===== src/rtl/tlk2711_tx_sched_if.sv =====
// Handshake bundle between the TLK2711 TX scheduler, the DDR datamover
// (read-command channel) and the TX framer (frame start/done channel).
//   master : scheduler side (drives read commands and frame starts)
//   slave  : datamover/framer side (drives ready and frame done)
// Signal names match the original flat ports of tlk2711_tx_sched.
interface tlk2711_tx_sched_if #(
    parameter int ADDR_WIDTH = 32,
    parameter int LEN_WIDTH  = 16
);
    logic                  o_rd_cmd_valid;
    logic                  i_rd_cmd_ready;
    logic [ADDR_WIDTH-1:0] o_rd_cmd_addr;
    logic [LEN_WIDTH-1:0]  o_rd_cmd_len;
    logic                  o_frame_start;
    logic [LEN_WIDTH-1:0]  o_frame_len;
    logic                  o_frame_last;
    logic [3:0]            o_frame_mode;
    logic                  i_frame_done;

    modport master (
        output o_rd_cmd_valid, o_rd_cmd_addr, o_rd_cmd_len,
        output o_frame_start, o_frame_len, o_frame_last, o_frame_mode,
        input  i_rd_cmd_ready, i_frame_done
    );

    modport slave (
        input  o_rd_cmd_valid, o_rd_cmd_addr, o_rd_cmd_len,
        input  o_frame_start, o_frame_len, o_frame_last, o_frame_mode,
        output i_rd_cmd_ready, i_frame_done
    );
endinterface


===== src/rtl/tlk2711_tx_sched.sv =====
// TLK2711 TX file-transfer scheduler.
// After a config-done pulse the file is split into body packets plus an
// optional tail packet. Each packet gets one DDR read command (normal mode
// only) followed by one frame start to the framer; the last frame-done
// raises a one-cycle TX interrupt.
// Ports:
//   clk, rst            clock, synchronous active-high reset
//   i_tx_*              TX configuration, latched on i_tx_config_done in idle
//   bus (master)        read-command channel and frame start/done channel
//   o_tx_interrupt      one-cycle pulse when the file is complete
//   o_busy              transfer in progress
//   o_pkt_cnt           packets completed in the current file
module tlk2711_tx_sched #(
    parameter int ADDR_WIDTH = 32,
    parameter int LEN_WIDTH  = 16
) (
    input  logic                  clk,
    input  logic                  rst,
    input  logic [ADDR_WIDTH-1:0] i_tx_base_addr,
    input  logic [LEN_WIDTH-1:0]  i_tx_packet_body,
    input  logic [LEN_WIDTH-1:0]  i_tx_packet_tail,
    input  logic [15:0]           i_tx_body_num,
    input  logic [3:0]            i_tx_mode,
    input  logic                  i_tx_config_done,
    tlk2711_tx_sched_if.master    bus,
    output logic                  o_tx_interrupt,
    output logic                  o_busy,
    output logic [15:0]           o_pkt_cnt
);

    typedef enum logic [2:0] {
        IDLE,
        LOAD,
        CMD,
        FRAME,
        WAIT,
        DONE
    } state_t;

    state_t                state;

    logic [ADDR_WIDTH-1:0] cur_addr;
    logic [LEN_WIDTH-1:0]  body_len;
    logic [LEN_WIDTH-1:0]  tail_len;
    logic [15:0]           body_num;
    logic [16:0]           total;
    logic [16:0]           idx;

    logic                  rd_cmd_valid;
    logic [ADDR_WIDTH-1:0] rd_cmd_addr;
    logic [LEN_WIDTH-1:0]  rd_cmd_len;
    logic                  frame_start;
    logic [LEN_WIDTH-1:0]  frame_len;
    logic                  frame_last;
    logic [3:0]            frame_mode;

    logic [16:0]           total_in;
    logic [LEN_WIDTH-1:0]  next_len;

    // 17 bits so that 65535 bodies plus a tail does not overflow.
    assign total_in = 17'(i_tx_body_num) + ((i_tx_packet_tail != '0) ? 17'd1 : 17'd0);
    assign next_len = (idx < {1'b0, body_num}) ? body_len : tail_len;

    always_ff @(posedge clk) begin
        if (rst) begin
            state          <= IDLE;
            cur_addr       <= '0;
            body_len       <= '0;
            tail_len       <= '0;
            body_num       <= '0;
            total          <= '0;
            idx            <= '0;
            rd_cmd_valid   <= 1'b0;
            rd_cmd_addr    <= '0;
            rd_cmd_len     <= '0;
            frame_start    <= 1'b0;
            frame_len      <= '0;
            frame_last     <= 1'b0;
            frame_mode     <= '0;
            o_tx_interrupt <= 1'b0;
            o_busy         <= 1'b0;
            o_pkt_cnt      <= '0;
        end else begin
            frame_start    <= 1'b0;
            o_tx_interrupt <= 1'b0;
            case (state)
                IDLE: begin
                    if (i_tx_config_done) begin
                        cur_addr   <= i_tx_base_addr;
                        body_len   <= i_tx_packet_body;
                        tail_len   <= i_tx_packet_tail;
                        body_num   <= i_tx_body_num;
                        frame_mode <= i_tx_mode;
                        total      <= total_in;
                        idx        <= '0;
                        o_pkt_cnt  <= '0;
                        o_busy     <= 1'b1;
                        state      <= (total_in == '0) ? DONE : LOAD;
                    end
                end
                LOAD: begin
                    frame_len  <= next_len;
                    frame_last <= (idx == total - 17'd1);
                    if (frame_mode == 4'd0) begin
                        rd_cmd_valid <= 1'b1;
                        rd_cmd_addr  <= cur_addr;
                        rd_cmd_len   <= next_len;
                        state        <= CMD;
                    end else begin
                        // Loopback/kcode packets need no DDR data.
                        frame_start <= 1'b1;
                        state       <= FRAME;
                    end
                end
                CMD: begin
                    if (bus.i_rd_cmd_ready) begin
                        rd_cmd_valid <= 1'b0;
                        frame_start  <= 1'b1;
                        state        <= FRAME;
                    end
                end
                FRAME: begin
                    state <= WAIT;
                end
                WAIT: begin
                    if (bus.i_frame_done) begin
                        o_pkt_cnt <= o_pkt_cnt + 16'd1;
                        idx       <= idx + 17'd1;
                        cur_addr  <= cur_addr + ADDR_WIDTH'(frame_len);
                        state     <= frame_last ? DONE : LOAD;
                    end
                end
                DONE: begin
                    o_tx_interrupt <= 1'b1;
                    o_busy         <= 1'b0;
                    state          <= IDLE;
                end
                default: state <= IDLE;
            endcase
        end
    end

    assign bus.o_rd_cmd_valid = rd_cmd_valid;
    assign bus.o_rd_cmd_addr  = rd_cmd_addr;
    assign bus.o_rd_cmd_len   = rd_cmd_len;
    assign bus.o_frame_start  = frame_start;
    assign bus.o_frame_len    = frame_len;
    assign bus.o_frame_last   = frame_last;
    assign bus.o_frame_mode   = frame_mode;

endmodule

===== src/flat_wrapper.sv =====
// flat-port wrapper written by rule: the top's interface ports become plain ports
module tlk2711_tx_sched_flat 
#(
    parameter int ADDR_WIDTH = 32,
    parameter int LEN_WIDTH  = 16
)
  (clk, rst, i_tx_base_addr, i_tx_packet_body, i_tx_packet_tail, i_tx_body_num, i_tx_mode, i_tx_config_done, o_tx_interrupt, o_busy, o_pkt_cnt, bus_o_rd_cmd_valid, bus_o_rd_cmd_addr, bus_o_rd_cmd_len, bus_o_frame_start, bus_o_frame_len, bus_o_frame_last, bus_o_frame_mode, bus_i_rd_cmd_ready, bus_i_frame_done);
  tlk2711_tx_sched_if #(.ADDR_WIDTH(ADDR_WIDTH), .LEN_WIDTH(LEN_WIDTH)) bus_i ();
  input  logic clk;
  input  logic rst;
  input  logic [ADDR_WIDTH-1:0] i_tx_base_addr;
  input  logic [LEN_WIDTH-1:0] i_tx_packet_body;
  input  logic [LEN_WIDTH-1:0] i_tx_packet_tail;
  input  logic [15:0] i_tx_body_num;
  input  logic [3:0] i_tx_mode;
  input  logic i_tx_config_done;
  output logic o_tx_interrupt;
  output logic o_busy;
  output logic [15:0] o_pkt_cnt;
  output wire logic [$bits(bus_i.o_rd_cmd_valid)-1:0] bus_o_rd_cmd_valid;
  output wire logic [$bits(bus_i.o_rd_cmd_addr)-1:0] bus_o_rd_cmd_addr;
  output wire logic [$bits(bus_i.o_rd_cmd_len)-1:0] bus_o_rd_cmd_len;
  output wire logic [$bits(bus_i.o_frame_start)-1:0] bus_o_frame_start;
  output wire logic [$bits(bus_i.o_frame_len)-1:0] bus_o_frame_len;
  output wire logic [$bits(bus_i.o_frame_last)-1:0] bus_o_frame_last;
  output wire logic [$bits(bus_i.o_frame_mode)-1:0] bus_o_frame_mode;
  input wire logic [$bits(bus_i.i_rd_cmd_ready)-1:0] bus_i_rd_cmd_ready;
  input wire logic [$bits(bus_i.i_frame_done)-1:0] bus_i_frame_done;
  assign bus_o_rd_cmd_valid = bus_i.o_rd_cmd_valid;
  assign bus_o_rd_cmd_addr = bus_i.o_rd_cmd_addr;
  assign bus_o_rd_cmd_len = bus_i.o_rd_cmd_len;
  assign bus_o_frame_start = bus_i.o_frame_start;
  assign bus_o_frame_len = bus_i.o_frame_len;
  assign bus_o_frame_last = bus_i.o_frame_last;
  assign bus_o_frame_mode = bus_i.o_frame_mode;
  assign bus_i.i_rd_cmd_ready = bus_i_rd_cmd_ready;
  assign bus_i.i_frame_done = bus_i_frame_done;
  tlk2711_tx_sched #(.ADDR_WIDTH(ADDR_WIDTH), .LEN_WIDTH(LEN_WIDTH)) u_core (.clk(clk), .rst(rst), .i_tx_base_addr(i_tx_base_addr), .i_tx_packet_body(i_tx_packet_body), .i_tx_packet_tail(i_tx_packet_tail), .i_tx_body_num(i_tx_body_num), .i_tx_mode(i_tx_mode), .i_tx_config_done(i_tx_config_done), .bus(bus_i), .o_tx_interrupt(o_tx_interrupt), .o_busy(o_busy), .o_pkt_cnt(o_pkt_cnt));
endmodule

===== config.mk =====
export PLATFORM = sky130hd
export DESIGN_NAME = tlk2711_tx_sched_flat
export DESIGN_NICKNAME = d
export VERILOG_FILES = /design/src/rtl/tlk2711_tx_sched_if.sv /design/src/rtl/tlk2711_tx_sched.sv /design/src/flat_wrapper.sv
export SDC_FILE = /design/constraint.sdc
export NUM_CORES = 1
export LEC_CHECK = 0
export ABC_AREA = 1
export CAP_MARGIN = 20
export CORE_ASPECT_RATIO = 2
export CORE_UTILIZATION = 45
export CTS_CLUSTER_DIAMETER = 60
export DETAILED_ROUTE_END_ITERATION = 10
export DONT_BUFFER_PORTS = 1
export PLACE_DENSITY = 0.64
export SLEW_MARGIN = 20
export SYNTH_ARGS = -nofsm -noshare
export SYNTH_HDL_FRONTEND = slang
export SYNTH_SLANG_ARGS = --single-unit

===== constraint.sdc =====
create_clock -name clk -period 4 [get_ports clk]
set_input_delay 0.2 -clock clk [delete_from_list [all_inputs] [get_ports clk]]
set_output_delay 0.2 -clock clk [all_outputs]
set_load 0.1 [all_outputs]

==> results.txt <==
----------------------------------------------------
[Power]
  Switching part of the total power ... 42.71%
  Peak supply drop ... 0.3684 mV
  Static Leak ... 5.912 nW
  Logic pwr share ... 24.4%
  Sequential group share of total power ... 47.7%
  Power per unit of standard cell area ... 506.0 nW/um^2
  Net switching power figure ... 0.002805 W
  Total internal power ... 0.003763 W
  Share of total power in the clock network ... 27.8%

[GRT]
  Global-route met1 utilization ... 28.02%
  Global-route wire length before repair ... 58.79 mm
  GRT Max-Usage Layer ... met2
  GR Layer Usage met2 ... 57.99%
  Maximum number of pins on one net before global-route repair ... 80
  Met3 track demand over resource in global routing ... 4.743%
  Global-route congestion overflow total ... 0
  Antenna violations before repair ... 1
  Total routing usage reported by global routing ... 30.02%
  Via count of the first global-routing pass ... 11110

[Timing]
  Worst slew margin relative to its limit ... 28.54%
  Final count of hold timing violations ... 0
  Number of setup violations in the final report ... 0
  Total Negative Setup Slacks ... 0 ns
  Shortest period the worst path allows ... 2.973 ns
  Final number of max-transition violations ... 0
  Post-Route Skew ... 0.01911 ns
  Setup repair after global routing missed its margin ... false
  Timing-limited maximum frequency ... 336.3 MHz
  Post-route fraction of the period consumed by the critical path ... 74.33%
  Slew at the pin closest to its max-slew limit ... 1.070 ns

[Synth]
  Post-synth ARST share ... 0%
  Top cell type by total area after synthesis ... sky130_fd_sc_hd__dfxtp_1
  Synthesis Warnings ... 0
  Post-synthesis simple-gate area fraction ... 30.42%
  Area fraction of the dominant cell type after synthesis ... 37.11%
  Synth cell types ... 47
  Nets in the synthesized netlist ... 1771
  Main combinational cell family by area after synthesis ... simple AND/OR/NAND/NOR gates
  Adder-cell area share of the yosys netlist ... 4.233%
  Proportion of synthesized chip area in sequential cells ... 37.11%
  Synth Cell Area ... 11110 sq um
  Dominant cells by area after synthesis ... sky130_fd_sc_hd__dfxtp_1 (37%), sky130_fd_sc_hd__nand2_1 (13%), sky130_fd_sc_hd__inv_1 (7.8%)
  Number of flops mapped to enable cells by yosys ... 0
  Dominant register cell in the synthesized netlist ... sky130_fd_sc_hd__dfxtp_1
  Seq cells post-synth ... 206
  List of most frequent post-synthesis cells ... sky130_fd_sc_hd__nand2_1 (388), sky130_fd_sc_hd__inv_1 (230), sky130_fd_sc_hd__dfxtp_1 (206)
  Mean instance size in the synthesized netlist ... 6.756 sq um
  Mux share of post-synthesis cell area ... 0%
  Post-synthesis cell count ... 1645
  Cell with the most instances after synthesis ... sky130_fd_sc_hd__nand2_1
  XOR/XNOR share of the synthesized area ... 3.152%
  Compound-cell area share of the yosys netlist ... 14.69%

[Status]
  Result of the run ... finished clean

[Placed design]
  Port-buffer cells ... 0
  Standard cell area after detailed placement ... 11500 sq um
  Cell Count Post-Placement ... 1911
  Half-perimeter wire length after placement ... 28.49 mm
  Placer congestion estimate ... 0.9981

[Layout]
  Cell Count, Final, Fillers Out ... 2033
  Share of final-layout standard cells stronger than drive strength 1 ... 6.196%
  Net total in the final layout ... 1855
  Multi-input gate area in the final layout ... 5834 sq um
  Fill cell total of the finished layout ... 2443
  Area of all sequential standard cells ... 4124 sq um
  Antenna diode count ... 0
  Final design instance area without fill ... 12980 sq um
  Area growth from synthesis to layout ... 16.81%

[Die]
  Die footprint ... 25370 sq um
  I/O pin count ... 178
  Placement Rows ... 81
  Effective utilization at floorplan ... 45.69%
  Die height ... 224.2 microns
  Core box area ... 24320 sq um
  Overall die width ... 113.1 microns

[Clock tree]
  H-tree levels ... 1
  CTS Buffer Depth ... 3
  Clk slew on worst S/H paths ... 0.07 ns
  Resized cells post-CTS ... 0
  Buffer count from post-CTS setup fixing ... 0
  TritonCTS clock tree ... done
  Clock buffers created by TritonCTS ... 20
  Hold buffer count at cts ... 86
  Clock latency on the worst-skew pair ... 0.53 ns
  Clock Sinks ... 206
  Clk root buf ... sky130_fd_sc_hd__clkbuf_16

[Drt]
  Post-detailed-route wirelength per cell ... 18.89 microns
  ANT nets after route ... 0
  Count of routing violations after the opening detailed-route iteration ... 551
  Via count ... 11270
  Drt pass-1 iters ... 6
  Vias per Instance ... 5.541
  Total routed wirelength ... 38.40 mm
  Detailed-route DRC error count ... 0

[Critical path]
  Max Fanout on Critical Path ... 30
  Endpoint required time on the critical path ... 4.42 ns
  R2R Path End ... u_core.bus.o_rd_cmd_addr[5]
  Type of the worst setup path ... reg2reg
  Worst path top cell family by delay ... simple AND/OR/NAND/NOR gates
  Ordered cell list for the critical path ... nor4_1 > inv_1 > nor2_4 > inv_2 > nor2_1 > nor2_1
  Buffer and inverter count on the worst path ... 2
  CP max stage cell ... sky130_fd_sc_hd__dfxtp_1
  Source of the worst register-to-register timing path ... u_core.bus.o_frame_mode[3]
  Register-to-register setup slack ... 1.03 ns
  Critical Path AT ... 3.39 ns
  Capturing element type of the critical path ... flop
  Worst Reg-to-Reg Cells ... 6
  Cell seen most often among critical-path stages ... sky130_fd_sc_hd__nor2_1
  Delay contributed by the slowest stage of the critical path ... 0.66 ns
  Critical path startpoint category ... flop

[Hold path]
  Worst min-delay path startpoint ... i_tx_base_addr[22]
  Class of the worst hold path ... in2reg
  Worst-case hold path end point ... u_core.cur_addr[22]
  Cell depth of the worst hold path ... 4

[Job]
  Max-cap violations ... 0

----------------------------------------------------
==> worst register-to-register path, cell delays in order, from the launching register on <==
cell,delay (ns)
sky130_fd_sc_hd__dfxtp_1,0.66
sky130_fd_sc_hd__nor4_1,0.66
sky130_fd_sc_hd__inv_1,0.23
sky130_fd_sc_hd__nor2_4,0.64
sky130_fd_sc_hd__inv_2,0.38
sky130_fd_sc_hd__nor2_1,0.24
sky130_fd_sc_hd__nor2_1,0.07
==> state kept, by name (all words and copies together), names as in the netlist <==
register and cells:
u_core.total 17, u_core.tail_len 16, u_core.body_len 16, u_core.bus.o_rd_cmd_addr 32
u_core.body_num 16, u_core.bus.o_frame_mode 4, u_core.idx 17, u_core.bus.o_frame_last 1
u_core.o_tx_interrupt 1, u_core.bus.o_rd_cmd_valid 1, u_core.bus.o_rd_cmd_len 16, u_core.bus.o_frame_len 16
u_core.state 3, u_core.o_busy 1, u_core.bus.o_frame_start 1, u_core.cur_addr 32
u_core.o_pkt_cnt 16
==> final cells by class <==
cell class / count / share of cell area (%)
multi-input combinational: 1142 / 44.94
sequential: 206 / 31.77
timing repair buffer: 123 / 8.945
inverter: 236 / 6.824
clock buffer: 26 / 4.183
tap: 290 / 2.795
clock inverter: 10 / 0.5398
==> power groups by stage <==
| stage | logic (W) | clock network (W) | registers, W |
|---|---|---|---|
| final | 0.00160 | 0.00183 | 0.00314 |
| after detailed placement | 0.00150 | 0 | 0.00318 |
| after CTS | 0.00159 | 0.00186 | 0.00313 |
| after global routing | 0.00177 | 0.00194 | 0.00316 |
| after floorplan | 0.000950 | 0 | 0.00332 |
| after global placement | 0.00149 | 0 | 0.00317 |
==> per-stage QoR <==
stage                     total power (W)  utilization [%]  hold slack [ns]  setup WS [ns]
after floorplan                  0.004266                -           0.3489          1.162
after global placement           0.004664            47.27           0.2784          1.030
after detailed placement         0.004679            47.27           0.2787         0.9649
after CTS                        0.006589            53.37         0.004018         0.9464
after global routing             0.006867            53.37          0.03535         0.7848
final                            0.006568            53.37          0.01671          1.027
==> cell usage in the layout (no fill, tap or decap), drive strengths merged, types with 12 or more instances in the layout <==
cell         count
o21ai          132
o22ai           26
nand4           38
nor3            30
xor2            28
nand3          122
o21a            15
nor2           159
a31oi           19
xnor2           12
nand2          391
dfxtp          206
ha              36
nor4            13
a21oi           90
inv            236
buf             38
clkbuf          26
dlygate4sd3     85
==> per-layer routing <==
metal	wire (microns)	part of all wire, %
met3	1971	5.1
met5	0	0
met2	20330	53
met1	13130	34
met4	2968	7.7
==> worst max-delay path by stage <==
stage,startpoint,end,slack [ns],cells after the start
2_1_floorplan,u_core.bus.o_frame_len[0],u_core.cur_addr[26],1.16,14
3_3_place_gp,u_core.bus.o_frame_mode[0],u_core.bus.o_rd_cmd_addr[5],1.03,6
3_5_place_dp,u_core.bus.o_frame_mode[0],u_core.bus.o_rd_cmd_addr[5],0.96,6
4_1_cts,u_core.bus.o_frame_mode[0],u_core.bus.o_rd_cmd_addr[5],0.95,6
5_1_grt,u_core.bus.o_frame_mode[3],u_core.bus.o_rd_cmd_addr[5],0.78,6
6_report,u_core.bus.o_frame_mode[3],u_core.bus.o_rd_cmd_addr[5],1.03,6
==> cell families after synthesis <==
logic type / Yosys count
AO/OA/AOI/OAI: 298
XOR/XNOR: 40
adder cells (fa/ha/maj): 37
buffers and inverters: 297
flip-flops: 206
AND/OR/NAND/NOR: 767
Power figures use the tool's default switching activity.
